### src/rtl/uart_tx_arbiter.sv
// uart_tx_arbiter
//   Shares one buart transmitter between NREQ byte-stream requesters.
//   Round-robin selection with packet lock: the granted requester keeps the
//   transmitter until it hands over a byte flagged last. Each accepted byte
//   is written to the buart and the next issue waits for buart busy to drop.
//
//   Optional build macro: UART_ARB_STOP_GUARD_EN
//     defined   - after busy falls, hold off GUARD_CYCLES clocks so the stop
//                 bit runs full length before the next start bit
//     undefined - return to selection as soon as busy falls
//
// Parameters
//   NREQ          number of requesters (2..8)
//   GUARD_CYCLES  stop-bit hold-off in clk cycles (guard build only)
// Ports
//   clk        system clock
//   resetq     asynchronous active-low reset
//   req_valid  requester i presents a byte on req_data[8*i+:8]
//   req_data   packed requester bytes
//   req_last   byte of requester i ends its packet
//   req_ready  byte of requester i accepted this cycle
//   grant      one-hot current owner, 0 while unlocked in selection
//   tx_wr      buart write strobe
//   tx_data    buart byte
//   tx_busy    buart busy

module uart_tx_arbiter #(
   parameter int NREQ         = 2,
   parameter int GUARD_CYCLES = 104
) (
   input  logic              clk,
   input  logic              resetq,
   input  logic [NREQ-1:0]   req_valid,
   input  logic [8*NREQ-1:0] req_data,
   input  logic [NREQ-1:0]   req_last,
   output logic [NREQ-1:0]   req_ready,
   output logic [NREQ-1:0]   grant,
   output logic              tx_wr,
   output logic [7:0]        tx_data,
   input  logic              tx_busy
);

   localparam int IW = (NREQ > 1) ? $clog2(NREQ) : 1;

   if (NREQ < 2 || NREQ > 8 || GUARD_CYCLES < 1) begin : g_bad_param
      $error("uart_tx_arbiter: NREQ must be 2..8 and GUARD_CYCLES >= 1");
   end

   typedef enum logic [2:0] {
      SEL,
      ISSUE,
      WSTART,
`ifdef UART_ARB_STOP_GUARD_EN
      WDONE,
      GUARD
`else
      WDONE
`endif
   } state_t;

   state_t          state, state_nxt;
   logic [IW-1:0]   owner;
   logic [IW-1:0]   ptr;
   logic            lock;

   logic            pick_found;
   logic [IW-1:0]   pick_idx;
   logic [IW:0]     cand;
   logic            owner_valid;
   logic            owner_last;
   logic [7:0]      owner_byte;
   logic [NREQ-1:0] owner_hot;

`ifdef UART_ARB_STOP_GUARD_EN
   localparam int CW = (GUARD_CYCLES > 1) ? $clog2(GUARD_CYCLES) : 1;
   logic [CW-1:0]   guard_cnt;
`endif

   // Round-robin scan starting at ptr; wrap is done by compare so that
   // non-power-of-two NREQ never selects a nonexistent requester.
   always_comb begin
      pick_found = 1'b0;
      pick_idx   = '0;
      cand       = '0;
      for (int unsigned k = 0; k < NREQ; k++) begin
         cand = {1'b0, ptr} + (IW+1)'(k);
         if (cand >= (IW+1)'(NREQ))
            cand = cand - (IW+1)'(NREQ);
         if (!pick_found && req_valid[cand[IW-1:0]]) begin
            pick_found = 1'b1;
            pick_idx   = cand[IW-1:0];
         end
      end
   end

   always_comb begin
      owner_valid = 1'b0;
      owner_last  = 1'b0;
      owner_byte  = '0;
      owner_hot   = '0;
      for (int unsigned k = 0; k < NREQ; k++) begin
         if (owner == IW'(k)) begin
            owner_valid  = req_valid[k];
            owner_last   = req_last[k];
            owner_byte   = req_data[8*k +: 8];
            owner_hot[k] = 1'b1;
         end
      end
   end

   // State register
   always_ff @(posedge clk or negedge resetq) begin
      if (!resetq) state <= SEL;
      else         state <= state_nxt;
   end

   // Next-state logic. SEL never leaves while busy is high, which also
   // protects a frame still in flight after a reset of this block alone.
   always_comb begin
      state_nxt = state;
      case (state)
         SEL: begin
            if (!tx_busy) begin
               if (lock) begin
                  if (owner_valid) state_nxt = ISSUE;
               end else if (pick_found) begin
                  state_nxt = ISSUE;
               end
            end
         end
         ISSUE:  state_nxt = WSTART;
         WSTART: state_nxt = WDONE;
         WDONE: begin
`ifdef UART_ARB_STOP_GUARD_EN
            if (!tx_busy) state_nxt = GUARD;
`else
            if (!tx_busy) state_nxt = SEL;
`endif
         end
`ifdef UART_ARB_STOP_GUARD_EN
         GUARD: if (guard_cnt == '0) state_nxt = SEL;
`endif
         default: state_nxt = SEL;
      endcase
   end

   // Owner, lock and round-robin pointer; pointer moves only on release.
   always_ff @(posedge clk or negedge resetq) begin
      if (!resetq) begin
         owner <= '0;
         lock  <= 1'b0;
         ptr   <= '0;
      end else begin
         if (state == SEL && !tx_busy && !lock && pick_found) begin
            owner <= pick_idx;
            lock  <= 1'b1;
         end
         if (state == ISSUE && owner_last) begin
            lock <= 1'b0;
            ptr  <= (owner == IW'(NREQ-1)) ? '0 : owner + IW'(1);
         end
      end
   end

`ifdef UART_ARB_STOP_GUARD_EN
   always_ff @(posedge clk or negedge resetq) begin
      if (!resetq)
         guard_cnt <= '0;
      else if (state == WDONE && !tx_busy)
         guard_cnt <= CW'(GUARD_CYCLES - 1);
      else if (state == GUARD && guard_cnt != '0)
         guard_cnt <= guard_cnt - CW'(1);
   end
`endif

   // Outputs
   always_comb begin
      req_ready = '0;
      tx_wr     = 1'b0;
      tx_data   = '0;
      grant     = (lock || state != SEL) ? owner_hot : '0;
      if (state == ISSUE) begin
         tx_wr     = 1'b1;
         tx_data   = owner_byte;
         req_ready = owner_hot;
      end
   end

endmodule

### config.mk
export PLATFORM = sky130hd
export DESIGN_NAME = uart_tx_arbiter
export DESIGN_NICKNAME = d
export VERILOG_FILES = /design/src/rtl/uart_tx_arbiter.sv
export SDC_FILE = /design/constraint.sdc
export NUM_CORES = 1
export LEC_CHECK = 0
export BUFFER_PORTS_ARGS = -buffer_cell sky130_fd_sc_hd__buf_4
export CORE_AREA = 2 2 39 41
export DETAILED_ROUTE_END_ITERATION = 12
export DIE_AREA = 0 0 41 43
export PLACE_DENSITY = 0.83
export SYNTH_ARGS = -nofsm -noshare
export SYNTH_HDL_FRONTEND = slang
export SYNTH_SLANG_ARGS = --single-unit
### constraint.sdc
create_clock -name clk -period 4.04 [get_ports clk]
set_input_delay 0 -clock clk [delete_from_list [all_inputs] [get_ports clk]]
set_output_delay 0 -clock clk [all_outputs]
set_load 0.02 [all_outputs]
; After elaboration in Yosys (flattened, before gate mapping)
; Index checks and enable logic that the tools add are counted.
[classes]
add_sub_neg = 4
magnitude_cmp = 4
eq_ne = 7
n_mux = 28
reduce_logical = 13
[ops]
columns = op, count
row1 = $mux 1, 18
row2 = $mux 8, 2
row3 = $mux 3, 5
row4 = $pmux 3 s4, 1
row5 = $eq 3x2->1 const B, 2
row6 = $ne 3x3->1 const B, 2
row7 = $logic_and 1x1->1, 5
row8 = $lt 1x2->1 const B, 2
row9 = $mux 2, 2
row10 = $ne 2x2->1 const B, 2
row11 = $reduce_and 4->1, 1
row12 = $eq 3x1->1 const B, 1
row13 = $logic_not 1->1, 3
row14 = $logic_not 3->1, 1
row15 = $reduce_bool 3->1, 1
row16 = $add 1x1->2 const B, 1
row17 = $ge 1x2->1 const B, 1
row18 = $ge 2x2->1 const B, 1
row19 = $reduce_bool 2->1, 1
row20 = $sub 1x1->1 const B, 2
row21 = $add 1x1->1 const B, 1
row22 = $logic_or 1x1->1, 1
[word_totals]
reg_bits = 6
in_bits = 23
out_inout_bits = 13
wordCells = 60

; Longest topological paths before layout
[depth]
depth_word = 12
depth_mapped = 5

; Worst setup path before layout
; Ideal clock, no wire load.
[synth_path]
path_type = flip-flop to flip-flop
start = register state[0]
end = register state[1]
setup_time_ps = 125
arrival_time_ps = 1472
path_slack_ps = 2443
path_stages_with_launch = 6
cell_sequence = dfrtp_1 inv_1 ha_1 nor4b_1 a311o_1 mux2_4
[synth_via]
elab_chain_len = 3
[synth_lines]
columns = item, line_no
row1 = "start, declared", 61  ; state_t state, state_nxt;
row2 = "start signal, assigned", 114  ; else state <= state_nxt;
row3 = $eq 3x2->1 / $logic_not 3->1 (equally long branches), 121  ; case (state)
row4 = $ne 2x2->1 (no source line) / $ne 3x3->1 (equally long branches), n/a
row5 = $reduce_and 4->1 (no source line), n/a
; Several ways; a longest one is shown, not always the timed one.
; A chain may end at the register's enable or synchronous reset.

; Final worst setup path
[layout_path]
start = register owner
end = register state[1]
[layout_via]
elab_chain_len = 3
[layout_lines]
columns = item, line_no
row1 = "start, declared", 62  ; logic [IW-1:0] owner;
row2 = "start signal, assigned", 155  ; owner <= pick_idx;
row3 = $mux 1, 102  ; if (owner == IW'(k)) begin
row4 = $ne 3x3->1 (no source line), n/a
row5 = $reduce_and 4->1 (no source line), n/a
; Every way passes these cells.

==> results.cfg <==
[synth]
yosys_warnings = 0
syn_area_sq_um = 496.7
synth_fp_nets = 81
ys_seq_area_share_pct = 25.19
ys_types = 23
yosys_register_bits = 5
syn-instance-count = 54
syn_area_per_cell_sq_um = 9.199

[floorplanning]
dieArea_sq_um = 1763
top_level_ports = 36
core_area_sq_um = 1384
chipHeight_um = 43
die_width_um = 41
rows = 14
start_util_pct = 35.90

[clock_tree]
cts-root-buf = clkbuf_4
cts_tree = built
htree_levels = 1
cts_buffer_depth = 2
cts_buffers = 3
cts.sinks = 5
path_clk_slew_ns = 0.04
clock_insertion_delay_worst_skew_ns = 0.24

[sta]
holdWs_ns = 0.06050
fmax_mhz = 569.4
tns_ns = 0
final_hold_viol_count = 0
skew_ns = 0.003257
period_share_pct = 43.47
worstMarginPinSlew_ns = 0.6689
setup_viol = 0
slew_violations = 0
relSlewSlack_pct = 55.40
fin_crit_ns = 1.756
rsz0062_at_grt = no

[worst_setup_path]
r2r_cells = 3
path_cells = mux2i_1 > a311o_1 > mux2_4
crit_type = reg -> reg
arrival_ns = 1.88
rrSetupSlack_ns = 2.28
critPathLaunchType = flop
crit_end = state[1]$_DFFE_PN0P_
crit_path_end_kind = flop
regToRegStartpoint = owner$_DFFE_PN0P_
rr_endpoint = state[1]$_DFFE_PN0P_
cp_slowest_stage_delay_ns = 0.76
crit_path_max_fanout = 16
startpoint = owner$_DFFE_PN0P_
required_ns = 4.16
critPathSlowestCell = dfrtp_1

[layout]
area_growth_pct = 62.97
final_area_sq_um = 809.5
num-fill-cells = 130
fin_nets = 120
diodes = 0
utilization_pct = 58.50
drive_gt1_share_pct = 43.48

[drt]
dr_total_vias = 521
viasPerCell = 4.824
ant_nets = 0
firstDrtPassIters = 4
wl_per_cell_um = 11.53
wl_um = 1245
drt_iter0_drc = 3
drc_errors = 0

[flow_run]
cap_violations = 0

[place]
port_buffers = 35
place.gp.congestion = 0.6953
placed_cell_area_sq_um = 763.2
hpwl_um = 1008

[worst_hold_path]
min_from = req_valid[1]
worstHoldPathType = in -> reg

[global_route]
grt_start_max_net_pins = 17
grt_pass1_wl_um = 1987
grt_pass1_vias = 500
grtUsageTotal_pct = 16.33
antenna_found_initial = 0
overflow = 0

[power_and_ir_drop]
p_per_area_nw_per_um2 = 662.5
ir_worst_vdd_mv = 0.4184
p_leak_nw = 0.4355

[outcome]
outcome = completed
worst max-delay path, delay by kind of cell, from the launching register on:
family,cells,cell delay [ns]
AO/OA/AOI/OAI,1,0.42
flip-flops,1,0.76
multiplexers,2,0.45
state kept, by name (all words and copies together) (netlist names):
| signal | count |
|---|---|
| state | 2 |
| lock | 1 |
| owner | 1 |
| ptr | 1 |
repair_timing:
| item | CTS | global route |
|---|---|---|
| hold buffers | 2 | 0 |
| endpoints found under the hold margin | 6 | 0 |
| buffers inserted | 0 | 0 |
| setup endpoints to repair | 0 | 0 |
| resized for setup | 0 | 0 |
power by group:
part | switching, mW | leakage, nW | internal [mW]
Combinational | 0.168 | 0.364 | 0.187
Sequential | 0.0498 | 0.0564 | 0.0743
Clock | 0.0196 | 0.0150 | 0.0373
Total | 0.237 | 0.436 | 0.299
cell families after synthesis:
kind of cell,count (synthesis),share of synthesized area [%]
buffers and inverters,7,6.295
multiplexers,12,25.44
flip-flops,5,25.19
AO/OA/AOI/OAI,11,14.86
AND/OR/NAND/NOR,15,18.14
adder cells (fa/ha/maj),4,10.08
worst min-delay path by stage:
stage                         to  cells past startpoint
3_3_place_gp     ptr$_DFFE_PN0P_                      1
3_5_place_dp   owner$_DFFE_PN0P_                      1
2_1_floorplan   lock$_DFFE_PN0P_                      0
6_report       owner$_DFFE_PN0P_                      3
5_1_grt        owner$_DFFE_PN0P_                      3
4_1_cts        owner$_DFFE_PN0P_                      3
cells in the final DEF (no fill, tap or decap), types with 2 or more instances in the layout:
| cell | count |
|---|---|
| buf_4 | 35 |
| mux2i_1 | 10 |
| dfrtp_1 | 5 |
| clkbuf_4 | 3 |
| nor2b_1 | 9 |
| inv_1 | 4 |
| a21oi_1 | 3 |
| nand2_1 | 3 |
| dlygate4sd3_1 | 2 |
| ha_1 | 4 |
synthesized netlist by cell type, drive strengths merged:
cell    instances  area, sq um
nand2           3        11.26
mux2i          10        100.1
nor2b           9        56.30
nor4b           1        8.760
clkbuf          1        3.750
o21a            1        7.510
a21oi           3        15.01
and2            1        6.260
mux2            2        26.27
a21boi          1        7.510
nor3b           1        7.510
inv             4        15.01
o211ai          1        7.510
ha              4        50.05
a22oi           1        7.510
dfrtp           5        125.1
a311o           1        10.01
buf             2        12.51
a31oi           1        6.260
o21bai          1        7.510
o21ai           1        5.000
per-stage QoR:
stage,setup WS (ns),instances,power (mW)
detailed placement,2.271,102,0.4826
finish,2.284,108,0.5363
floorplan,2.443,54,0.3646
global route,2.166,108,0.5819
CTS,2.277,108,0.5432
global placement,2.308,102,0.4699
metal layers:
metal	up-vias	routed length, um	GRT usage, %
met2	8	695	25.31
met3	0	20	2.094
met4	0	0	12.67
met5	-	0	0
li1	264	-	-
met1	249	529	18.89
cell type report:
| cell class | count | area, sq um | share of cell area, % |
|---|---|---|---|
| multi-input cells | 42 | 340.3 | 42.04 |
| flip-flops and latches | 5 | 125.1 | 15.46 |
| well taps | 16 | 20.02 | 2.473 |
| repair buffers | 37 | 282.8 | 34.93 |
| clock buffers | 4 | 26.28 | 3.246 |
| inverters | 4 | 15.01 | 1.855 |
Power figures use the tool's default switching activity.
